==> src/rtl/shadow_dump_ctrl.sv <==
// shadow_dump_ctrl: sequencer for one shadow_capture instance.
// It keeps capture running while armed and freezes it POST_TRIG cycles after a trigger.
// It then dumps chains 0..CHAINS-1 one at a time through a one-hot dump_en.
// Chain bits are queued in a 4-entry FIFO and presented on a valid/ready host port.
// Optional feature macro: SHADOW_DUMP_SKIP_EN adds skip_mask to bypass selected chains.
module shadow_dump_ctrl #(
  parameter int unsigned CHAINS    = 64,
  parameter int unsigned POST_TRIG = 8,
  parameter int unsigned TIMEOUT   = 1024
) (
  input  logic              clk,
  input  logic              rst,
  input  logic              arm,
  input  logic              trig,
`ifdef SHADOW_DUMP_SKIP_EN
  input  logic [CHAINS-1:0] skip_mask,
`endif
  output logic              capture_en,
  output logic [CHAINS-1:0] dump_en,
  input  logic [CHAINS-1:0] chains_out,
  input  logic [CHAINS-1:0] chains_out_vld,
  input  logic [CHAINS-1:0] chains_out_done,
  output logic              dout,
  output logic [5:0]        dout_chain,
  output logic              dout_sof,
  output logic              dout_vld,
  input  logic              dout_rdy,
  output logic              busy,
  output logic              dump_done,
  output logic              err_timeout
);

  localparam int unsigned ToW = (TIMEOUT > 1) ? $clog2(TIMEOUT) : 1;

  typedef enum logic [2:0] {
    StIdle, StArmed, StPost, StFreeze, StDump, StNext, StDrain
  } state_e;

  state_e             state_q, state_d;
  logic [5:0]         idx_q, idx_d;
  logic [7:0]         post_q, post_d;
  logic [ToW-1:0]     to_q, to_d;
  logic               sof_q, sof_d;
  logic               err_q, err_d;
  logic [CHAINS-1:0]  skip_q, skip_d;
  logic [CHAINS-1:0]  skip_in;

  // FIFO entry: {data bit, chain index, sof}
  logic [7:0]         mem_q [4];
  logic [7:0]         mem_d [4];
  logic [1:0]         wr_q, wr_d, rd_q, rd_d;
  logic [2:0]         cnt_q, cnt_d;

  logic [CHAINS-1:0]  sel, sel_nxt;
  logic               sel_bit, sel_vld, sel_done;
  logic               gate_open, push, pop, last_chain;
  logic [7:0]         head;

`ifdef SHADOW_DUMP_SKIP_EN
  assign skip_in = skip_mask;
`else
  assign skip_in = '0;
`endif

  // Decode current and following chain index into one-hot selects
  always_comb begin
    sel     = '0;
    sel_nxt = '0;
    for (int i = 0; i < CHAINS; i++) begin
      sel[i]     = (idx_q == 6'(i));
      sel_nxt[i] = ((idx_q + 6'd1) == 6'(i));
    end
  end

  assign sel_bit    = |(chains_out & sel);
  assign sel_vld    = |(chains_out_vld & sel);
  assign sel_done   = |(chains_out_done & sel);
  assign last_chain = (idx_q == 6'(CHAINS - 1));

  // Two free slots leave room for the bit already in flight from the chain
  assign gate_open  = (cnt_q <= 3'd2);
  assign push       = (state_q == StDump) && sel_vld;
  assign dout_vld   = (cnt_q != 3'd0);
  assign pop        = dout_vld && dout_rdy;

  // Next-state logic for the sequencer
  always_comb begin
    state_d = state_q;
    idx_d   = idx_q;
    post_d  = post_q;
    to_d    = to_q;
    sof_d   = sof_q;
    err_d   = err_q;
    skip_d  = skip_q;
    unique case (state_q)
      StIdle: begin
        if (arm) state_d = StArmed;
      end
      StArmed: begin
        if (trig) begin
          err_d   = 1'b0;
          post_d  = '0;
          state_d = (POST_TRIG == 0) ? StFreeze : StPost;
        end else if (!arm) begin
          state_d = StIdle;
        end
      end
      StPost: begin
        if (post_q == 8'(POST_TRIG - 1)) state_d = StFreeze;
        else                              post_d  = post_q + 8'd1;
      end
      StFreeze: begin
        idx_d   = '0;
        skip_d  = skip_in;
        sof_d   = 1'b1;
        to_d    = '0;
        state_d = skip_in[0] ? StNext : StDump;
      end
      StDump: begin
        if (push) sof_d = 1'b0;
        if (sel_done) begin
          state_d = StNext;
        end else if (sel_vld) begin
          to_d = '0;
        end else if (gate_open) begin
          if (to_q == ToW'(TIMEOUT - 1)) begin
            err_d   = 1'b1;
            state_d = StNext;
          end else begin
            to_d = to_q + 1'b1;
          end
        end
      end
      StNext: begin
        sof_d = 1'b1;
        to_d  = '0;
        if (last_chain) begin
          state_d = StDrain;
        end else begin
          idx_d   = idx_q + 6'd1;
          state_d = (|(skip_q & sel_nxt)) ? StNext : StDump;
        end
      end
      StDrain: begin
        if (cnt_q == 3'd0) state_d = StIdle;
      end
      default: state_d = StIdle;
    endcase
  end

  // FIFO pointer/occupancy update; push and pop may coincide at any level
  always_comb begin
    mem_d = mem_q;
    wr_d  = wr_q;
    rd_d  = rd_q;
    cnt_d = cnt_q + {2'b00, push} - {2'b00, pop};
    if (push) begin
      mem_d[wr_q] = {sel_bit, idx_q, sof_q};
      wr_d        = wr_q + 2'd1;
    end
    if (pop) rd_d = rd_q + 2'd1;
  end

  // State and FIFO registers with synchronous reset
  always_ff @(posedge clk) begin
    if (rst) begin
      state_q <= StIdle;
      idx_q   <= '0;
      post_q  <= '0;
      to_q    <= '0;
      sof_q   <= 1'b0;
      err_q   <= 1'b0;
      skip_q  <= '0;
      wr_q    <= '0;
      rd_q    <= '0;
      cnt_q   <= '0;
      for (int i = 0; i < 4; i++) mem_q[i] <= '0;
    end else begin
      state_q <= state_d;
      idx_q   <= idx_d;
      post_q  <= post_d;
      to_q    <= to_d;
      sof_q   <= sof_d;
      err_q   <= err_d;
      skip_q  <= skip_d;
      wr_q    <= wr_d;
      rd_q    <= rd_d;
      cnt_q   <= cnt_d;
      mem_q   <= mem_d;
    end
  end

  // Output decode; host fields read as zero whenever the FIFO is empty
  always_comb begin
    head        = mem_q[rd_q];
    capture_en  = (state_q == StArmed) || (state_q == StPost);
    dump_en     = ((state_q == StDump) && gate_open) ? sel : '0;
    dout        = dout_vld & head[7];
    dout_chain  = dout_vld ? head[6:1] : 6'd0;
    dout_sof    = dout_vld & head[0];
    busy        = !((state_q == StIdle) || (state_q == StArmed));
    dump_done   = (state_q == StDrain) && (cnt_q == 3'd0);
    err_timeout = err_q;
  end

  // Free-slot gating guarantees a push never lands on a full FIFO
  assert property (@(posedge clk) disable iff (rst) !(push && !pop && (cnt_q == 3'd4)));

endmodule

==> config.mk <==
export PLATFORM = sky130hd
export DESIGN_NAME = shadow_dump_ctrl
export DESIGN_NICKNAME = d
export VERILOG_FILES = /design/src/rtl/shadow_dump_ctrl.sv
export SDC_FILE = /design/constraint.sdc
export NUM_CORES = 1
export LEC_CHECK = 0
export ABC_CLOCK_PERIOD_IN_PS = 4000
export CORE_ASPECT_RATIO = 0.6
export CORE_MARGIN = 2
export CORE_UTILIZATION = 42
export DETAILED_ROUTE_END_ITERATION = 10
export GPL_ROUTABILITY_DRIVEN = 0
export HOLD_SLACK_MARGIN = 0.12
export PLACE_DENSITY = 0.81
export SYNTH_ARGS = -nofsm -noshare
export SYNTH_HDL_FRONTEND = slang
export SYNTH_SLANG_ARGS = --single-unit
export TNS_END_PERCENT = 1
==> constraint.sdc <==
create_clock -name clk -period 4 [get_ports clk]
set_input_delay 0.4 -clock clk [delete_from_list [all_inputs] [get_ports clk]]
set_output_delay 0.4 -clock clk [all_outputs]
set_load 0.005 [all_outputs]
; ---- Yosys cells after proc, flatten, opt, wreduce, memory -nomap -nowiden
; Cells that the tools add are included.
[totals]
register_bits = 68
latch_bits = 0
ramBits = 0
rom_bits = 0
in_bits = 197
out_inout_bits = 77
wordCells = 182
memories = 0
[op_classes]
addsub = 7
mul = 0
n_div = 0
order_cmp = 4
n_eq_ne = 88
shift = 0
muxes = 37
bitwise = 7
n_reduce_logical = 26
[op_table]
columns = op, count
row1 = AND 64 bit, 3
row2 = == test 6 bit (second input constant), 32
row3 = OR reduction 64 bit, 3
row4 = == test 6 x 5 -> 1 bit (second input constant), 16
row5 = 2-to-1 mux 64 bit, 1
row6 = == test 6 x 4 -> 1 bit (second input constant), 8
row7 = 2-to-1 mux 10 bit, 4
row8 = 2-to-1 mux 8 bit, 5
row9 = bitwise mux 32 bit, 1
row10 = 2-to-1 mux 3 bit, 9
row11 = == test 6 x 3 -> 1 bit (second input constant), 4
row12 = one-hot mux 3 bit (7 select lines), 1
row13 = != test 2 bit (second input constant), 10
row14 = one-hot mux 10 bit (2 select lines), 1
row15 = binary-select mux 8 bit (select 2 bit), 1
row16 = demux 8 bit (select 2 bit), 1
row17 = one-hot mux 8 bit (2 select lines), 1
row18 = != test 3 bit (second input constant), 5
row19 = == test 6 x 2 -> 1 bit (second input constant), 2
row20 = 2-to-1 mux 6 bit, 2
row21 = one-hot mux 6 bit (2 select lines), 1
row22 = adder 10 x 1 -> 10 bit (second input constant), 1
row23 = == test 10 bit (second input constant), 1
row24 = == test 3 bit (second input constant), 3
row25 = other kinds (32), 53

; ---- Logic depth before layout (Yosys ltp)
[depth]
depth_word = 6
mapped_depth = 18
ltp_nobuf = 15

; ---- Worst setup path after synthesis
; Ideal clock, no wire load.
[synth_path]
path_kind = register to register
from = register idx_q[0]
to = register cnt_q[1]
setup_time_ps = 125
arrival_ps = 3555
t_required_ps = 3875
slack_ps = 320
stages_incl_launch_ff = 17
path_buffers = 2
synth_period_minus_slack_ps = 3680
path_cell_list = dfxtp_1 -> inv_1 -> ha_1 -> clkbuf_1 -> nand3b_1 -> o32a_1 -> o22ai_1 -> or4_1 -> or3b_1 -> buf_4 -> and2_1 -> inv_1 -> ha_1 -> inv_1 -> ha_1 -> fa_1 -> nor2b_1
[synth_between]
elab_chain_len = 6
word_cells_on_any_way = 69
classes_between = 2 x add/sub / 63 x eq/ne / 1 x bitwise / 3 x reduce/logical
[synth_lines]
columns = element, line
row1 = from (decl), 40  ; logic [5:0] idx_q, idx_d;
row2 = from (signal assigned), 180  ; idx_q <= idx_d;
row3 = == test 6 x 1 -> 1 bit (tied with other cells), 70  ; sel[i] = (idx_q == 6'(i));
row4 = AND 64 bit *, 76  ; assign sel_vld = |(chains_out_vld & sel);
row5 = OR reduction 64 bit *, 76
row6 = logical AND 1 bit *, 82  ; assign push = (state_q == StDump) && sel_vld;
row7 = adder 3 x 1 -> 3 bit *, 156  ; cnt_d = cnt_q + {2'b00, push} - {2'b00, pop};
row8 = subtractor 3 x 1 -> 3 bit *, 156
row9 = net cnt_d[1], 52  ; logic [2:0] cnt_q, cnt_d;
row10 = to (signal assigned), 188  ; cnt_q <= cnt_d;
row11 = to (decl), 52
; The timed path passes the listed nets; every way through them passes the cells marked *.
; A chain may end at the register's enable or synchronous reset.

; ---- Final worst setup path
[layout_path]
from = register idx_q[1]
to = register cnt_q[1]
; Same word-level chain as after synthesis.

==> run_results.csv <==
group,metric,value,unit
run_status,status,"completed",
grt,grt_usage,35.08,%
grt,grt_overflow_total,0,
setup_path,cp.arrival,4.00,ns
cts,cts-root-buf,"clkbuf_16",
drt,dr_total_vias,7295,
timing,fin_crit_sh,94.76,%
setup_path,critPathMaxFanout,7,
drt,ant_nets,0,
timing,setup_slack,0.2095,ns
setup_path,worstRegToRegCells,15,
placed_design,place.port_buffers,273,
drt,wl,26.38,mm
timing,tightest_slew,0.6626,ns
cts,tritoncts,"done",
setup_path,required,4.21,ns
final_layout,area_growth,56.39,%
drt,wire_per_inst,21.84,µm
cts,hold_buffers,0,
drt,viasPerCell,6.039,
yosys,syn-num-nets,975,
yosys,yosys.area.top_type,"dfxtp_1",
grt,grt_max_degree,57,
timing,drv_slew,0,
yosys,synth_ff_type,"dfxtp_1",
floorplanning,num_rows,33,
timing,rsz0062_at_grt,"false",
yosys,synthTopCellsByArea,"dfxtp_1 23%, nor2_1 8.2%, mux2i_1 7.4%",
timing,max_freq,263.8,MHz
floorplanning,die_area,0.01490,mm²
floorplanning,pin_count,274,
setup_path,cp-start-kind,"register",
timing,hold_viol,0,
floorplanning,die_w,156.3,µm
drt,first_iter_violations,904,
final_layout,final_common_cell,"clkdlybuf4s50_1",
final_layout,num_antenna_cells,0,
cts,clock_latency,0.34,ns
cts,numCtsBuffers,9,
power_and_ir_drop,p_leak,3.352,nW
placed_design,dp_hpwl,20.77,mm
cts,clk_path_buf_depth,2,
grt,grt_pass1_wl,39.47,mm
yosys,ys_types,76,
timing,fin_skew,0.006935,ns
final_layout,drive_gt1_share,9.390,%
yosys,synth_area,0.005842,mm²
cts,cts.sinks,68,
yosys,ys_seq_elements,68,
power_and_ir_drop,power_density,271.9,mW/mm²
setup_path,cp-end-kind,"register",
yosys,ys_warn_count,0,
drt,drt_pre_antenna_iters,5,
yosys,synth-edff-count,0,
floorplanning,core_area,0.01363,mm²
hold_path,hold_class,"register to register",
yosys,synth_top_area_share,23.30,%
flow_run,max_cap_violations,0,
yosys,async_flop_share,0,%
yosys,syn_area_per_cell,7.646,µm²
final_layout,final_cell_mix,"273 x clkdlybuf4s50_1, 128 x nor2_1, 63 x dfxtp_1",
floorplanning,die_h,95.36,µm
grt,grt_pass1_vias,7017,
timing,finalCriticalPeriod,3.791,ns
grt,antenna_found_initial,0,
floorplanning,start_util,42.87,%
cts,path_clk_slew,0.06,ns
cts,h-tree-depth,3,
yosys,ys_seq_area_share,23.30,%
placed_design,post-place-ws,0.2186,ns
drt,drcViolationCount,0,
hold_path,whs_path_depth,2,
timing,slew_headroom,55.73,%
final_layout,nNetsFinal,1239,
timing,report.final.setup_viol,0,
yosys,syn_inst,764,
timing,tns,0,ns
power_and_ir_drop,ir_worst_vdd,0.3176,mV
setup_path,critical_path_class,"register to register",
## through the flow
stage          power [mW]  utilization, %  std cells  cell area (µm²)  hold WS, ns
3_5_place_dp        1.656           64.78       1192             8827       0.4446
5_1_grt             2.615           67.05       1208             9136       0.4688
2_1_floorplan       1.225               -        764             5842       0.4285
4_1_cts             2.482           67.04       1208             9135       0.4531
6_report            2.485           67.05       1208             9136       0.4486
3_3_place_gp        1.645           64.78       1192             8827       0.4342
## state kept, by name (all words and copies together) (netlist names)
register and count:
mem_q 32, to_q 10, post_q 8, idx_q 6
cnt_q 3, state_q 3, rd_q 2, wr_q 2
err_timeout 1, sof_q 1
## worst paths after layout
check                      startpoint                       end  slack, ns
min reg2reg  err_timeout$_SDFFE_PP0P_  err_timeout$_SDFFE_PP0P_       0.45
max reg2reg     idx_q[1]$_SDFFE_PP0P_       cnt_q[1]$_SDFF_PP0_       0.21
max             idx_q[1]$_SDFFE_PP0P_       cnt_q[1]$_SDFF_PP0_       0.21
min          err_timeout$_SDFFE_PP0P_  err_timeout$_SDFFE_PP0P_       0.45
## critical path, stage by stage (launching register included)
cell       delay [ns]
dfxtp_1          0.41
inv_1            0.10
ha_1             0.29
buf_4            0.19
and3b_1          0.26
o21ai_0          0.11
o2111ai_1        0.12
or4_1            0.50
or3b_1           0.43
and2_1           0.22
inv_1            0.07
ha_1             0.22
inv_1            0.06
ha_1             0.15
fa_1             0.40
nor2b_1          0.13
## power breakdown
group / switching (mW) / internal (mW) / leakage [nW]
Clock: 0.325 / 0.493 / 0.145
Combinational: 0.439 / 0.436 / 2.66
Sequential: 0.0728 / 0.719 / 0.552
Total: 0.837 / 1.65 / 3.35
## cells by family after synthesis
| logic type | share of synthesized area, % |
|---|---|
| compound gates | 20.41 |
| xor+xnor | 1.649 |
| fa+ha+maj | 3.127 |
| buf+inv | 6.725 |
| flops | 23.30 |
| mux | 12.64 |
| simple gates | 32.15 |
## what timing repair did
action                     in CTS  in global routing
resized for setup               0                  1
setup endpoints to repair       0                  2
buffers inserted                0                  0
## synth_stat cells (all sizes together), types with 6 or more instances
cell type and number:
a21oi 27, a22oi 23, a31oi 7, a32oi 10
and2 6, and3 13, and3b 12, buf 29
clkbuf 38, dfxtp 68, ha 13, inv 15
mux2 9, mux2i 43, mux4 9, nand2 55
nand3 35, nand3b 13, nand4 19, nor2 130
nor2b 21, nor3 12, nor3b 10, o21ai 34
o22ai 6, o31ai 9, xor2 8
## area by class of cell
type                            count  area (µm²)
Fill cell                        1144        4489
Multi-Input combinational cell    614        4088
Timing Repair Buffer              320        3098
Sequential cell                    68        1368
Clock buffer                        9       225.2
Tap cell                          175       219.0
Clock inverter                      7       82.58
Inverter                           15       56.30
## metal layers
| metal | share of wire, % | up-vias | GRT usage, % |
|---|---|---|---|
| li1 | - | 3350 | - |
| met1 | 40 | 3382 | 45.10 |
| met2 | 43 | 488 | 53.01 |
| met3 | 15 | 73 | 15.82 |
| met4 | 2.5 | 2 | 9.709 |
| met5 | 0.21 | - | 3.061 |
(Power assumes the default switching activity.)
